[src/rtl/fifo_pkg.sv]
// +--------------------------------------------------------------------+
// | fifo_pkg : width helpers, reset constants and parameter checks     |
// | Revision : 1.0                                                     |
// +--------------------------------------------------------------------+
`default_nettype none

package fifo_pkg;

  localparam logic RST_ERR_PULSE = 1'b0;
  localparam int   RST_OCCUPANCY = 0;

  function automatic int ptr_width(input int depth);
    return $clog2(depth);
  endfunction

  // One extra bit so the count can hold DEPTH itself.
  function automatic int count_width(input int depth);
    return $clog2(depth) + 1;
  endfunction

  function automatic bit depth_legal(input int depth);
    return (depth >= 2) && ((depth & (depth - 1)) == 0);
  endfunction

  function automatic bit af_legal(input int af_level, input int depth);
    return (af_level >= 1) && (af_level <= depth);
  endfunction

  function automatic bit ae_legal(input int ae_level, input int depth);
    return (ae_level >= 0) && (ae_level <= depth - 1);
  endfunction

endpackage

`default_nettype wire

[src/rtl/fifo_mem_dp.sv]
// +--------------------------------------------------------------------+
// | fifo_mem_dp : DEPTH x WIDTH storage, sync write, async read        |
// | Revision    : 1.0                                                  |
// +--------------------------------------------------------------------+
`default_nettype none

module fifo_mem_dp
  import fifo_pkg::*;
#(
  parameter int WIDTH = 8,
  parameter int DEPTH = 16,
  parameter int AW    = ptr_width(DEPTH)
) (
  input  logic             clk,
  input  logic             i_we,
  input  logic [AW-1:0]    i_waddr,
  input  logic [WIDTH-1:0] i_wdata,
  input  logic [AW-1:0]    i_raddr,
  output logic [WIDTH-1:0] o_rdata
);

  logic [WIDTH-1:0] r_mem [DEPTH];

  always_ff @(posedge clk) begin
    if (i_we) begin
      r_mem[i_waddr] <= i_wdata;
    end
  end

  assign o_rdata = r_mem[i_raddr];

endmodule

`default_nettype wire

[src/rtl/sync_fifo_param.sv]
// +--------------------------------------------------------------------+
// | sync_fifo_param : parametrised single-clock FIFO with AF/AE flags, |
// |   flush and overflow/underflow pulses. SYNC_FIFO_FWFT_EN selects   |
// |   first-word-fall-through output.                                  |
// | Revision        : 1.0                                              |
// +--------------------------------------------------------------------+
`default_nettype none

module sync_fifo_param
  import fifo_pkg::*;
#(
  parameter int WIDTH    = 8,
  parameter int DEPTH    = 16,
  parameter int AF_LEVEL = 14,
  parameter int AE_LEVEL = 2
) (
  input  logic                          clk,
  input  logic                          reset,
  input  logic                          flush,
  input  logic                          write,
  input  logic [WIDTH-1:0]              buff_in,
  input  logic                          read,
  output logic [WIDTH-1:0]              buff_out,
  output logic                          full,
  output logic                          empty,
  output logic                          almost_full,
  output logic                          almost_empty,
  output logic [count_width(DEPTH)-1:0] fifo_count,
  output logic                          overflow,
  output logic                          underflow
);

  localparam int AW = ptr_width(DEPTH);
  localparam int CW = count_width(DEPTH);

  generate
    if (!depth_legal(DEPTH)) begin : g_bad_depth
      $error("sync_fifo_param: DEPTH must be a power of 2 and >= 2");
    end
    if (!af_legal(AF_LEVEL, DEPTH)) begin : g_bad_af
      $error("sync_fifo_param: AF_LEVEL must be in 1..DEPTH");
    end
    if (!ae_legal(AE_LEVEL, DEPTH)) begin : g_bad_ae
      $error("sync_fifo_param: AE_LEVEL must be in 0..DEPTH-1");
    end
  endgenerate

  logic [AW-1:0]    r_wr_ptr;
  logic [AW-1:0]    r_rd_ptr;
  logic [CW-1:0]    r_count;
  logic             r_overflow;
  logic             r_underflow;
  logic             w_wr_ok;
  logic             w_rd_ok;
  logic             w_mem_we;
  logic [WIDTH-1:0] w_rd_data;

  // Flags come straight from the registered count, so accept decisions never
  // depend on same-cycle requests.
  assign full         = (r_count == CW'(DEPTH));
  assign empty        = (r_count == '0);
  assign almost_full  = (r_count >= CW'(AF_LEVEL));
  assign almost_empty = (r_count <= CW'(AE_LEVEL));
  assign fifo_count   = r_count;
  assign overflow     = r_overflow;
  assign underflow    = r_underflow;

  assign w_wr_ok  = write & ~full;
  assign w_rd_ok  = read & ~empty;
  assign w_mem_we = w_wr_ok & ~flush;

  fifo_mem_dp #(
    .WIDTH (WIDTH),
    .DEPTH (DEPTH),
    .AW    (AW)
  ) u_mem (
    .clk     (clk),
    .i_we    (w_mem_we),
    .i_waddr (r_wr_ptr),
    .i_wdata (buff_in),
    .i_raddr (r_rd_ptr),
    .o_rdata (w_rd_data)
  );

  always_ff @(posedge clk or posedge reset) begin
    if (reset) begin
      r_wr_ptr    <= '0;
      r_rd_ptr    <= '0;
      r_count     <= CW'(RST_OCCUPANCY);
      r_overflow  <= RST_ERR_PULSE;
      r_underflow <= RST_ERR_PULSE;
    end else if (flush) begin
      r_wr_ptr    <= '0;
      r_rd_ptr    <= '0;
      r_count     <= CW'(RST_OCCUPANCY);
      r_overflow  <= RST_ERR_PULSE;
      r_underflow <= RST_ERR_PULSE;
    end else begin
      r_overflow  <= write & full;
      r_underflow <= read & empty;
      if (w_wr_ok) begin
        r_wr_ptr <= r_wr_ptr + AW'(1);
      end
      if (w_rd_ok) begin
        r_rd_ptr <= r_rd_ptr + AW'(1);
      end
      if (w_wr_ok && !w_rd_ok) begin
        r_count <= r_count + CW'(1);
      end else if (w_rd_ok && !w_wr_ok) begin
        r_count <= r_count - CW'(1);
      end
    end
  end

`ifdef SYNC_FIFO_FWFT_EN
  assign buff_out = empty ? '0 : w_rd_data;
`else
  logic [WIDTH-1:0] r_dout;

  // Output register holds through flush; only a real pop reloads it.
  always_ff @(posedge clk or posedge reset) begin
    if (reset) begin
      r_dout <= '0;
    end else if (w_rd_ok && !flush) begin
      r_dout <= w_rd_data;
    end
  end

  assign buff_out = r_dout;
`endif

endmodule

`default_nettype wire

[config.mk]
export PLATFORM = sky130hd
export DESIGN_NAME = sync_fifo_param
export DESIGN_NICKNAME = d
export VERILOG_FILES = /design/src/rtl/fifo_pkg.sv /design/src/rtl/fifo_mem_dp.sv /design/src/rtl/sync_fifo_param.sv
export SDC_FILE = /design/constraint.sdc
export NUM_CORES = 1
export LEC_CHECK = 0
export ABC_CLOCK_PERIOD_IN_PS = 8100
export CAP_MARGIN = 20
export CORE_MARGIN = 5
export CORE_UTILIZATION = 64
export CTS_CLUSTER_DIAMETER = 40
export CTS_CLUSTER_SIZE = 25
export DETAILED_ROUTE_END_ITERATION = 8
export GPL_ROUTABILITY_DRIVEN = 1
export GPL_TIMING_DRIVEN = 0
export MAX_ROUTING_LAYER = met4
export PLACE_DENSITY_LB_ADDON = 0.12
export SLEW_MARGIN = 40
export SYNTH_ARGS = -nofsm -noshare
export SYNTH_HDL_FRONTEND = slang
export SYNTH_SLANG_ARGS = --single-unit
[constraint.sdc]
create_clock -name clk -period 8.1 [get_ports clk]
set_input_delay 0.81 -clock clk [delete_from_list [all_inputs] [get_ports clk]]
set_output_delay 0.81 -clock clk [all_outputs]
set_load 0.01 [all_outputs]
# ---- Yosys cells after proc, flatten, opt, wreduce, memory -nomap -nowiden
# Memory sizes are Yosys's and may differ from the RTL's. A register that Yosys moved wholly into a read port is not among the register bits.
# Cells that the tools add are included.
# W data, S select, Z words.
dict set report word_totals {
  n_memories 1
  register_bits 15
  ramBits 128
  wordCells 42
}
dict set report op_classes {
  eq_ne 1
  mux 11
  bitwise_logic 8
  n_addsub 4
  reduce_logical 10
  order_cmp 2
}
# name depth word_bits rd rd_clocked_by_memory_dff wr line
set memory_table {}
lappend memory_table {u_mem.r_mem 16 8 1 1 1 fifo_mem_dp.sv:22} ;# logic [WIDTH-1:0] r_mem [DEPTH];
# cell count
set ops {}
lappend ops {{$mux W4} 4}
lappend ops {{$mux W5} 3}
lappend ops {{$add A4 B1 Y4 const B} 2}
lappend ops {{$add A5 B1 Y5 const B} 1}
lappend ops {{$and A1 B1 Y1} 5}
lappend ops {{$eq A5 B5 Y1 const B} 1}
lappend ops {{$ge A5 B4 Y1 const B} 1}
lappend ops {{$le A5 B2 Y1 const B} 1}
lappend ops {{$logic_not A5 Y1} 1}
lappend ops {{$sub A5 B1 Y5 const B} 1}
lappend ops {{$mux W1} 4}
lappend ops {{$reduce_bool A2 Y1} 2}
lappend ops {{$logic_and A1 B1 Y1} 3}
lappend ops {{$logic_not A1 Y1} 3}
lappend ops {{$not A1 Y1} 3}
lappend ops {{$reduce_bool A3 Y1} 1}

# ---- Depth between registers and ports, before layout
dict set report logic_depth {
  word_depth 8
  ltp_mapped 10
  depth_no_buf 8
}

# ---- Modules after synthesis
# From an unflattened synthesis, not the netlist that was laid out.
dict set report unflattened {
  cells_unflattened 343
  area_unflattened_um2 6312.3
}
# mod instances area_each_um2 cells_per_inst seq_area_each_um2
set modules_own_cells {}
lappend modules_own_cells {fifo_mem_dp 1 4987.3 221 3843.7}
lappend modules_own_cells {sync_fifo_param 1 1325.0 122 575.6}

# ---- Least setup slack after synthesis
# Ideal clock, no wire load.
dict set report synth_timing {
  path_type {reg2reg}
  start {reg r_count[4] (netlist: fifo_count[4])}
  end {reg r_count[4] (netlist: fifo_count[4])}
  t_arrival_ns 2.814
  n_path_buf 2
  slack_ns 5.215
  setup_time_ns 0.071
  path_stages_with_launch 11
  synth_period_minus_slack_ns 2.885
  cell_sequence {dfrtp_1 buf_6 or3_1 buf_6 o21ai_4 nand2_1 fa_1 a21o_1 a21o_1 or4b_1 nand4_1}
}
dict set report synth_between {
  elab_chain_cells 7
  elab_cells_between_ends 16
  cone_classes {add/sub (2); eq/ne (1); mux (3); bitwise (4); reduce/logical (6)}
}
# element line
set synth_rtl {}
lappend synth_rtl {{start: declaration} sync_fifo_param.sv:50} ;# logic [CW-1:0] r_count;
lappend synth_rtl {{start signal: assignment} sync_fifo_param.sv:89} ;# r_count <= CW'(RST_OCCUPANCY);
lappend synth_rtl {{start signal: assignment} sync_fifo_param.sv:95} ;# r_count <= CW'(RST_OCCUPANCY);
lappend synth_rtl {{start signal: assignment} sync_fifo_param.sv:108} ;# r_count <= r_count + CW'(1);
lappend synth_rtl {{parallel branches: the longest is 7 deep, another holds $sub A5 B1 Y5} --}
# Parallel ways; which one is timed is not known. The select of a mux whose other input is x is not followed.
# A chain may end at the register's enable or synchronous reset.

# ---- Worst setup path in the final report
dict set report layout_timing {
  start {reg r_count[1] (netlist: fifo_count[1])}
  end {reg r_count[4] (netlist: fifo_count[4])}
}
# The elaborated chain is that of the path after synthesis.

==> qor.csv <==
metric,value,unit
Seq cells post-synth,151,
"Seq/Total Area, Yosys",0.708,
Initial Util,0.647,
Tot GR Track Use,0.240,
vias per inst,6.13,
initial antenna violation count,0,
CTS tree,yes,
unrepaired setup endpoints after global routing,no,
final-report max-slew violation count,0,
Mapped Cells,339,
detailed-placement wirelength estimate,7.98,mm
outcome,"complete, no violations",
total CTS buffers,17,
crit-path max FO,10,
post-synth top area share,0.616,
Required @ worst endpoint,8.54,ns
Detailed Route Iter0 Violations,251,
core area,9640,um2
DR pass1 iterations,5,
Synth Cell Area,6240,um2
Area contributors post-synth,"edfxtp_1 (62%), mux4_2 (12%), dfrtp_1 (9.2%)",
Main synth FF type,edfxtp_1,
worst vdd ir,0.156,mV
cell family with most CP delay,simple AND/OR/NAND/NOR gates,
Post-synth EDFFs,128,
root buf cell,clkbuf_8,
Worst Clk Skew,0.0129,ns
CP startpoint kind,flip-flop,
Post-DRT Antenna Nets,0,
period utilization,0.395,
die area,11800,um2
DRC,0,
Final nets,412,
Worst EP arrival,3.64,ns
Final setup viols,0,
critical path class,reg -> reg,
GRT overflow,0,
post-CTS setup-driven buffer insertion count,0,
Routed WL,12.4,mm
Power Density,273,nW/um2
final design utilization,0.758,
most frequent CP cell,a21o_1,
Sink Count,151,
Pleak,2.41,nW
share of synthesized registers carrying an async set or reset,0.152,
Slew @ Worst Pin,0.790,ns
slowest CP cell,dfrtp_1,
Die H,109,um
gpl congestion,0.820,
CTS Hold Bufs,0,
normalized max-slew margin,0.471,
vias in the first global route,3434,
Post-CTS Resized,0,
share of layout cells above drive strength 1,0.241,
Die X,109,um
worst-case clock buffer depth,2,
yosys warns,0,
final hold violation count,0,
"CTS clk-pin slew, worst paths",0.06,ns
Hold Worst Slack,0.494,ns
first-pass GRT wire length,19.4,mm
"Area growth, synth to finish",17.1,%
setup TNS,0,ns
# IOs,32,
htree depth,4,
delay of the slowest cell on the worst path,0.51,ns
Via Count,3280,
crit end category,flip-flop,
Crit path buffers/inverters,1,
Overall Power,2.00,mW
worst skew pair latency,0.52,ns
Achievable Freq,0.313,GHz
max cap viols,0,
largest net degree at the start of global routing,24,
"area leader, netlist",edfxtp_1,
port bufs,31,
Synth Area per Inst,18.4,um2
Min-Delay Path Class,reg -> reg,
Post-Syn Nets,362,
crit path cell chain,"or2_2, buf_12, o21ai_4, nand2_1, fa_1, a21o_1, a21o_1, or4b_1, nand4_1",
count of cell types in the netlist,41,
# rows,36,
drt wl/cell,23.2,um
Final min period,3.20,ns
antenna cells,0,
## placed cells by master (no fill, tap or decap), types with 2 or more instances in the layout
cell type        count
a211oi_1             3
a21o_1               2
a21oi_1              5
and3_1               2
buf_2                5
buf_6                2
clkbuf_1             9
clkbuf_16           16
clkdlybuf4s50_1     31
clkinv_1             2
clkinv_2             2
clkinv_4             3
clkinvlp_4           6
dfrtp_1             23
edfxtp_1           128
ha_1                 9
inv_1                6
inv_6                2
mux2i_1             21
mux4_2              32
nand2_1             20
nand2b_1             3
nand3_1              4
nand4_1              2
nor2_1              10
nor2_2              12
nor3_2               2
nor3_4               2
o21ai_0              2
o221ai_1             8
xnor2_1              3
xor2_1               3
## state kept, by name (all words and copies together) (netlist names)
name / flops
buff_out: 8
fifo_count: 5
overflow: 1
r_rd_ptr: 4
r_wr_ptr: 4
u_mem.r_mem: 128
underflow: 1
## routing by layer
layer | global-route usage | part of all wire
met3 | 0.0497 | 0.063
met4 | 0.0929 | 0.018
met1 | 0.308 | 0.40
met2 | 0.384 | 0.52
met5 | - | 0
## worst min-delay path, cell delays in order, from the launching register on
cell and delay (ns):
dfrtp_1 0.35, nand2_1 0.05, o221ai_1 0.06
## cell type report
class	instances	area, um2
buffer	17	101
clock buffer	17	414
clock inverter	15	106
fill	579	2330
inverter	7	26.3
multi-input combinational	164	1760
sequential	151	4420
tap	133	166
timing repair buffer	31	310
## report_power, final
group	switching [mW]	internal, mW
logic	0.195	0.190
clock network	0.303	0.375
registers	0.0451	0.889
total	0.544	1.45
## path summary, 6_finish.rpt
path | endpoint | slack, ns | depth (start not counted) | from
max in group asynchronous | fifo_count[4] | 7.09 | 2 | reset
hold / removal | buff_out[5] | 0.49 | 2 | buff_out[5]
hold reg to reg | buff_out[5] | 0.49 | 2 | buff_out[5]
setup reg to reg | fifo_count[4] | 4.90 | 9 | fifo_count[1]
setup / recovery | fifo_count[4] | 4.90 | 9 | fifo_count[1]
min in group asynchronous | r_rd_ptr[2] | 0.65 | 2 | reset
## cell usage after synthesis, drive strengths merged (2+ instances only)
master and count:
and3 2, dfrtp 23, clkbuf 9, o2111ai 2, mux4 32, edfxtp 128, nor3 5, o221ai 8
a211oi 3, ha 9, mux2i 21, or2 2, nand2 20, nand2b 3, nor2 22, inv 7
a21o 2, or3 2, xnor2 3, xor2 4, buf 8, o21ai 3, nand4 2, a21oi 6
nand3 4
## per-stage QoR
step	area, um2	setup slack (ns)	instances
final	7300	4.90	535
after global routing	7300	4.80	535
after CTS	7270	4.92	535
after global placement	6720	4.55	503
after detailed placement	6750	4.46	503
after floorplan	6240	5.22	339
## logic make-up (layout without fill, tap and decap cells)
group                    Yosys count  count (layout)  share of synthesized area
AO/OA/AOI/OAI                     27              27                     0.0345
adder cells (fa/ha/maj)           10              10                     0.0213
AND/OR/NAND/NOR                   66              66                     0.0509
flip-flops                       151             151                      0.708
multiplexers                      54              54                      0.152
XOR/XNOR                           7               7                     0.0128
buffers and inverters             24              87                     0.0205
Power figures use the tool's default switching activity.
